<file path="config.mk">
export PLATFORM = sky130hd
export DESIGN_NAME = mem_access_unit
export DESIGN_NICKNAME = d
export VERILOG_FILES = /design/src/rtl/mem_access_unit.sv
export SDC_FILE = /design/constraint.sdc
export NUM_CORES = 1
export LEC_CHECK = 0
export ABC_AREA = 1
export CAP_MARGIN = 10
export CORE_MARGIN = 5
export CORE_UTILIZATION = 35
export CTS_CLUSTER_SIZE = 10
export DETAILED_ROUTE_END_ITERATION = 10
export HOLD_SLACK_MARGIN = 0.08
export PLACE_DENSITY = 0.65
export SLEW_MARGIN = 0
export SYNTH_ARGS = -nofsm -noshare
export SYNTH_HDL_FRONTEND = slang
export SYNTH_SLANG_ARGS = --single-unit
</file>
<file path="constraint.sdc">
create_clock -name i_clk -period 2 [get_ports i_clk]
set_input_delay 0.6 -clock i_clk [delete_from_list [all_inputs] [get_ports i_clk]]
set_output_delay 0.6 -clock i_clk [all_outputs]
set_load 0.01 [all_outputs]
</file>
<file path="src/rtl/mem_access_unit.sv">
// Load/store front end for a word-wide registered-read RAM: byte/half/word access, alignment check,
// load extension and read-modify-write sub-word stores. Build option: MEM_RANGE_CHK_EN.
module mem_access_unit #(
  parameter int ADDR_W = 5
) (
  input  logic              i_clk,
  input  logic              i_rst_n,
  input  logic              i_req,
  input  logic              i_wr,
  input  logic [1:0]        i_size,
  input  logic              i_sign_ext,
  input  logic [31:0]       i_addr,
  input  logic [31:0]       i_wdata,
  output logic              o_ready,
  output logic              o_done,
  output logic              o_err,
  output logic [31:0]       o_rdata,
  output logic [ADDR_W-1:0] o_ram_addr,
  output logic [31:0]       o_ram_data,
  output logic              o_ram_we,
  input  logic [31:0]       i_ram_data
);

  typedef enum logic [2:0] {
    ST_IDLE = 3'd0,
    ST_RD   = 3'd1,
    ST_CAP  = 3'd2,
    ST_WR   = 3'd3,
    ST_RESP = 3'd4
  } state_t;

  state_t              state_r;
  state_t              state_s;
  logic                wr_r;
  logic [1:0]          size_r;
  logic                sext_r;
  logic [1:0]          off_r;
  logic [15:0]         wdata_r;
  logic                err_r;
  logic [ADDR_W-1:0]   ram_addr_r;
  logic [31:0]         ram_data_r;
  logic [31:0]         rdata_r;
  logic                bad_s;

  // Pick the addressed lane out of a RAM word and extend it to 32 bits.
  function automatic logic [31:0] extract_lane(input logic [31:0] word, input logic [1:0] size,
                                               input logic [1:0] off, input logic sext);
    logic [7:0]  b;
    logic [15:0] h;
    b = word[{off, 3'b000} +: 8];
    h = word[{off[1], 4'b0000} +: 16];
    case (size)
      2'b00:   extract_lane = {{24{sext & b[7]}}, b};
      2'b01:   extract_lane = {{16{sext & h[15]}}, h};
      default: extract_lane = word;
    endcase
  endfunction

  // Overwrite only the addressed lane of the old word with the store data.
  function automatic logic [31:0] merge_lane(input logic [31:0] word, input logic [15:0] wdata,
                                             input logic [1:0] size, input logic [1:0] off);
    merge_lane = word;
    case (size)
      2'b00:   merge_lane[{off, 3'b000} +: 8] = wdata[7:0];
      2'b01:   merge_lane[{off[1], 4'b0000} +: 16] = wdata;
      default: merge_lane = word;
    endcase
  endfunction

  // Request legality: alignment, reserved size and (optionally) out-of-range address.
  always_comb begin
    bad_s = 1'b0;
    case (i_size)
      2'b00:   bad_s = 1'b0;
      2'b01:   bad_s = i_addr[0];
      2'b10:   bad_s = (i_addr[1:0] != 2'b00);
      default: bad_s = 1'b1;
    endcase
`ifdef MEM_RANGE_CHK_EN
    bad_s = bad_s | (|i_addr[31:ADDR_W+2]);
`endif
  end

`ifndef MEM_RANGE_CHK_EN
  // High address bits alias away when range checking is not built in.
  logic unused_hi_addr_s;
  assign unused_hi_addr_s = ^i_addr[31:ADDR_W+2];
`endif

  // Next-state decode.
  always_comb begin
    state_s = state_r;
    case (state_r)
      ST_IDLE: begin
        if (!i_req) begin
          state_s = ST_IDLE;
        end else if (bad_s) begin
          state_s = ST_RESP;
        end else if (i_wr && (i_size == 2'b10)) begin
          state_s = ST_WR;
        end else begin
          state_s = ST_RD;
        end
      end
      ST_RD:   state_s = ST_CAP;
      ST_CAP:  state_s = wr_r ? ST_WR : ST_RESP;
      ST_WR:   state_s = ST_RESP;
      ST_RESP: state_s = ST_IDLE;
      default: state_s = ST_IDLE;
    endcase
  end

  // State register.
  always_ff @(posedge i_clk or negedge i_rst_n) begin
    if (!i_rst_n) begin
      state_r <= ST_IDLE;
    end else begin
      state_r <= state_s;
    end
  end

  // Request latch, RAM address/data drive and load result.
  always_ff @(posedge i_clk or negedge i_rst_n) begin
    if (!i_rst_n) begin
      wr_r       <= 1'b0;
      size_r     <= 2'b00;
      sext_r     <= 1'b0;
      off_r      <= 2'b00;
      wdata_r    <= 16'h0000;
      err_r      <= 1'b0;
      ram_addr_r <= {ADDR_W{1'b0}};
      ram_data_r <= 32'h0000_0000;
      rdata_r    <= 32'h0000_0000;
    end else begin
      case (state_r)
        ST_IDLE: begin
          if (i_req) begin
            wr_r    <= i_wr;
            size_r  <= i_size;
            sext_r  <= i_sign_ext;
            off_r   <= i_addr[1:0];
            wdata_r <= i_wdata[15:0];
            err_r   <= bad_s;
            // Rejected requests leave the RAM-side registers untouched.
            if (!bad_s) begin
              ram_addr_r <= i_addr[ADDR_W+1:2];
              if (i_wr) begin
                ram_data_r <= i_wdata;
              end
            end
          end
        end
        ST_CAP: begin
          if (wr_r) begin
            ram_data_r <= merge_lane(i_ram_data, wdata_r, size_r, off_r);
          end else begin
            rdata_r <= extract_lane(i_ram_data, size_r, off_r, sext_r);
          end
        end
        default: begin
        end
      endcase
    end
  end

  assign o_ready    = (state_r == ST_IDLE);
  assign o_done     = (state_r == ST_RESP);
  assign o_err      = (state_r == ST_RESP) & err_r;
  assign o_ram_we   = (state_r == ST_WR);
  assign o_ram_addr = ram_addr_r;
  assign o_ram_data = ram_data_r;
  assign o_rdata    = rdata_r;

endmodule

</file>
Yosys cells after proc, flatten, opt, wreduce, memory -nomap -nowiden
Index checks and enable logic that the tools add are counted.
{ "op_classes": {"addsub": 2, "n_shift": 6, "n_reduce_logical": 10, "n_bitwise": 5, "n_eq_ne": 11, "mux": 15} }
{ "ops": {"columns": ["op", "n"], "rows": [
  ["32-bit case mux with 2 select lines", 3],
  ["32-bit 2-to-1 mux", 4],
  ["32-bit bitwise mux", 2],
  ["16-bit by 7-bit variable shift with 32-bit output (first input constant)", 1],
  ["8-bit by 7-bit variable shift with 32-bit output (first input constant)", 1],
  ["16-bit by 7-bit variable part select with 32-bit output", 1],
  ["32-bit by 6-bit variable part select with 16-bit output", 1],
  ["32-bit by 6-bit variable part select with 8-bit output", 1],
  ["8-bit by 7-bit variable part select with 32-bit output", 1],
  ["5-bit negator with 7-bit output", 2],
  ["3-bit case mux with 4 select lines", 1],
  ["3-bit 2-to-1 mux", 3],
  ["2-bit inequality test (second input constant)", 4],
  ["3-bit by 2-bit equality test with 1-bit output (second input constant)", 2],
  ["5-bit AND reduction", 1],
  ["2-bit by 1-bit equality test with 1-bit output (second input constant)", 2],
  ["2-bit logical NOT", 2],
  ["2-bit AND reduction", 2],
  ["2-bit nonzero test", 2],
  ["1-bit AND", 3],
  ["3-bit by 1-bit equality test with 1-bit output (second input constant)", 1],
  ["3-bit equality test (second input constant)", 1],
  ["3-bit logical NOT", 1],
  ["1-bit case mux with 3 select lines", 1],
  ["5 further kinds", 6]
]} }
{ "word_totals": {"output_inout_bits": 73, "inputBits": 103, "ff_bits": 95, "elab_cells": 59} }

Depth between registers and ports, before layout
{ "logic_depth": {"depth_word": 6, "ltp_mapped": 14} }

Worst setup path before layout
No wires, ideal clock.
{ "synth_path": {"kind": "register to register", "startpoint": "reg off_r[1]", "endpoint": "reg ram_data_r[9] (netlist: o_ram_data[9])", "path_stages_with_launch": 13, "arrival_time_ns": 1.904, "slack_ns": 0.031, "path_buffers": 2, "cell_sequence": "dfrtp_1 > inv_1 > buf_2 > buf_2 > ha_1 > clkinv_1 > nor2_1 > nand2_1 > nand2_1 > nand2_1 > nand2_1 > nand3_1 > nand2_1"} }
{ "synth_via": {"elab_chain_cells": 6, "word_cells_on_any_way": 11, "cone_classes": "add/sub: 2; shift: 4; mux: 5"} }
{ "synth_rtl": {"columns": ["element", "line_no", "text"], "rows": [
  ["start: declaration", "37", "logic [1:0] off_r;"],
  ["start signal: assignment", "141", "off_r <= i_addr[1:0];"],
  ["5-bit negator with 7-bit output, on equally long branches", "65, 64", null],
  ["16-bit by 7-bit variable part select with 32-bit output, or another cell as far along", "65", "2'b01: merge_lane[{off[1], 4'b0000} +: 16] = wdata;"],
  ["32-bit bitwise mux, on equally long branches", "65, 64", null],
  ["32-bit case mux with 2 select lines *", "63", "case (size)"],
  ["32-bit 2-to-1 mux *", "154", "if (wr_r) begin"],
  ["32-bit case mux with 2 select lines *", "135", "case (state_r)"],
  ["end signal: assignment", "148", "ram_data_r <= i_wdata;"],
  ["end signal: assignment", "155", "ram_data_r <= merge_lane(i_ram_data, wdata_r, size_r, off_r);"],
  ["end: declaration", "41", "logic [31:0] ram_data_r;"]
]} }
Mark *: on every way between the ends. The rest lies on a longest branch, timed or not. The select of a mux whose other input is x is not followed.
A chain may end at the register's enable or synchronous reset.

Worst setup path in the final report
{ "layout_path": {"startpoint": "reg state_r[1]", "endpoint": "out o_ram_we"} }
{ "layout_via": {"elab_chain_cells": 1} }
{ "layout_rtl": {"columns": ["element", "line_no", "text"], "rows": [
  ["start: declaration", "32", "state_t state_r;"],
  ["start signal: assignment", "118", "state_r <= state_s;"],
  ["3-bit by 2-bit equality test with 1-bit output", "169", "assign o_ram_we = (state_r == ST_WR);"],
  ["end: declaration", "20", "output logic o_ram_we,"]
]} }
Every way passes these cells.

==> Flow_metrics.wiki <==
{| class="wikitable"
! Metric !! Value
|-
| Outcome || finished clean
|-
| First DRT Iteration DRCs || around 680
|-
| Weighted congestion reported at the end of routability-driven placement || between 0.9 and 1
|-
| Floorplan Core Area || approximately 0.018 sq mm
|-
| Highest-count cells in the layout ignoring fill and taps || sky130_fd_sc_hd__nand2_1, sky130_fd_sc_hd__clkdlybuf4s50_1, sky130_fd_sc_hd__nand3_1, sky130_fd_sc_hd__dfrtp_1, sky130_fd_sc_hd__a21oi_1
|-
| Fraction of final layout cells sized beyond drive strength 1 || 9.98%
|-
| Total via count after detailed routing || between 6000 and 7000
|-
| Total length of routed wires || around 23 mm
|-
| Number of CTS-inserted buffers || 9
|-
| Seq. cell area || about 0.0024 sq mm
|-
| Most common cell after layout, fill and taps aside || sky130_fd_sc_hd__nand2_1
|-
| Clock-pin slew on the worst setup and hold paths || about 0.070 ns
|-
| Post-synthesis cell count || slightly below 1000
|-
| Mapped Area || around 0.0063 sq mm
|-
| Post-Layout Cell Count || 1371
|-
| Worst Clk Skew || around 0.0072 ns
|-
| Number of top-level design ports || around 180
|-
| RSZ-0062 raised after global routing || true
|-
| Flip-flop and latch count after synthesis || 95
|-
| CTS tree || done
|-
| Via count of the first global-routing pass || 6426
|-
| Source-to-sink clock delay at the later pin of the worst-skew pair || about 0.36 ns
|-
| Largest voltage drop on the vdd net || 0.639 mV
|-
| Post-Synthesis Mean Instance Area || 6.46 sq um
|-
| ANT cells || 0
|-
| Required time of the worst setup path || around 1.4 ns
|-
| Worst setup SP type || flop
|-
| Static Leak || between 4 and 5 nW
|-
| Classification of the worst setup path || reg -> out
|-
| Cell at the root of the clock tree || sky130_fd_sc_hd__clkbuf_16
|-
| FILL cells || 1819
|-
| First-pass GRT wire length || about 35 mm
|-
| Number of optimization iterations in the first detailed-route pass || 5
|-
| Worst Reg2Reg Path Length in Cells || 7
|-
| Initial antenna violation count || 0
|-
| First element of the critical path || state_r[1]
|-
| Setup slack, reg-to-reg || approximately 0.12 ns
|-
| Peak fanout along the critical path || 4
|-
| Count of final hold-check violations || 0
|-
| Area of the multi-input gates || ~0.0034 sq mm
|-
| Critical path endpoint category || output port
|-
| Clock Tree Buf Depth || 2
|-
| Max Cap Viol || 0
|-
| Synthesis warning total || 0
|-
| Starting utilization of the core area || around a third
|-
| Number of vias per cell || approximately 5.0
|-
| Worst hold path type || in -> async
|-
| Max transition margin || between 60 and 70%
|-
| CP Data Arrival Time || about 1.3 ns
|-
| Slew at the pin closest to its max-slew limit || slightly below 0.6 ns
|-
| Worst r2r dst || o_rdata[23]
|-
| Die Footprint || a little over 0.02 sq mm
|-
| Share of the yosys chip area belonging to registers || between 30% and 40%
|-
| Worst Hold Slack || between 0.15 and 0.2 ns
|-
| Height of the die || 144 microns
|-
| Post-synthesis net count || around 1100
|-
| Maximum number of pins on one net before global-route repair || 52
|-
| Routed Antenna Nets || 0
|-
| Number of cells in the design after placement || ~1400
|-
| Final Critical Period || around 1.9 ns
|-
| H-Tree Depth || 3
|-
| GRT Resource Usage Total || 21.9%
|-
| Final cycle utilization of the critical path || ~96%
|-
| Finish-stage setup viols || 0
|-
| Number of I/O port buffers || 150
|-
| Power density cells || around 1500 mW/mm^2
|-
| Area growth, synth to finish || 36.6%
|-
| CTS sink count || 95
|-
| Net count of the finished layout || roughly 1200
|-
| Core Rows || roughly 50
|-
| Remaining Overflow, GRT || 0
|-
| Reg2reg start || state_r[0]
|-
| Residual DRC || 0
|-
| Maximum clock frequency || between 500 and 600 MHz
|-
| Dpl hpwl || roughly 17 mm
|-
| Average wire length per cell after detail routing || about 17 microns
|-
| Pins over their slew limit || 0
|-
| Count of cell types in the netlist || 32
|-
| DIE WIDTH || 144 microns
|}
worst max-delay path by stage:
stage | end | slack (ns)
after floorplan | o_ram_data[9] | 0.03
after global placement | o_rdata[27] | -0.06
after detailed placement | o_rdata[31] | -0.09
after CTS | o_ram_we | -0.02
after global routing | o_rdata[26] | -0.02
final | o_ram_we | 0.08
cell usage after synthesis, drive strengths merged:
cell	count	area [sq um]
clkinv	3	11.3
ha	5	62.6
dfrtp	95	2380
buf	38	253
and3	1	6.26
inv	62	233
o21ai	37	185
nor3	2	10.0
nor4	1	6.26
o21bai	1	18.8
or2	30	188
nand3	101	510
a21oi	77	385
and2	5	31.3
nor2	78	305
a21boi	1	7.51
nand4	2	27.5
o22a	6	52.6
clkbuf	13	48.8
nand2	417	1580
cell families after synthesis:
| logic type | synth area share [%] |
|---|---|
| flip-flops | 37.7 |
| buffers and inverters | 8.66 |
| AO/OA/AOI/OAI | 10.3 |
| adder cells (fa/ha/maj) | 0.993 |
| AND/OR/NAND/NOR | 42.3 |
timing repair:
item | CTS | global route
gates resized for setup | 10 | 11
buffers inserted | 2 | 2
hold buffers | 0 | 0
setup endpoints to repair | 4 | 19
hold endpoints to repair | 0 | 0
stage by stage:
| step | setup WS (ns) | TNS (ns) | util, % | instance area [sq um] | power (mW) |
|---|---|---|---|---|---|
| 2_1_floorplan | 0.0314 | 0 | - | 6300 | 7.91 |
| 3_3_place_gp | -0.0614 | -0.985 | 46.1 | 8230 | 11.1 |
| 3_5_place_dp | -0.0880 | -1.31 | 46.1 | 8230 | 11.2 |
| 4_1_cts | -0.0176 | -0.0176 | 48.1 | 8570 | 13.1 |
| 5_1_grt | -0.0199 | -0.0613 | 48.2 | 8610 | 14.3 |
| 6_report | 0.0803 | 0 | 48.2 | 8610 | 13.2 |
registers in the layout (all words and copies together) (netlist names):
name / flops
err_r: 1
sext_r: 1
o_ram_data: 32
o_rdata: 32
o_ram_addr: 5
size_r: 2
wdata_r: 16
state_r: 3
off_r: 2
wr_r: 1
power breakdown:
group	switching (mW)	internal, mW	total [mW]
sequential	0.811	2.87	3.68
clock	0.820	1.05	1.87
combinational	4.38	3.31	7.69
total	6.01	7.23	13.2
per-layer routing:
layer / routed length [microns] / track usage [%] / up-vias / part of all wire, %
li1: - / - / 3394 / -
met1: 9700 / 29.6 / 3175 / 43
met2: 10700 / 35.3 / 270 / 47
met3: 1800 / 4.70 / 42 / 7.9
met4: 571 / 6.63 / 0 / 2.5
met5: 0 / 0 / - / 0
layout make-up:
type / count / area share (%)
well taps: 229 / 3.33
inverters: 65 / 2.88
clock inverters: 5 / 0.741
flip-flops and latches: 95 / 27.6
clock buffers: 11 / 2.94
multi-input cells: 764 / 39.6
repair buffers: 202 / 22.9
critical path, cell delays in order, from the launching register on:
cell and delay [ns]:
sky130_fd_sc_hd__dfrtp_2 0.43, sky130_fd_sc_hd__buf_4 0.14, sky130_fd_sc_hd__inv_1 0.05, sky130_fd_sc_hd__nor3_2 0.18, sky130_fd_sc_hd__buf_2 0.16
Note: power is estimated with default switching activity, not from simulation.
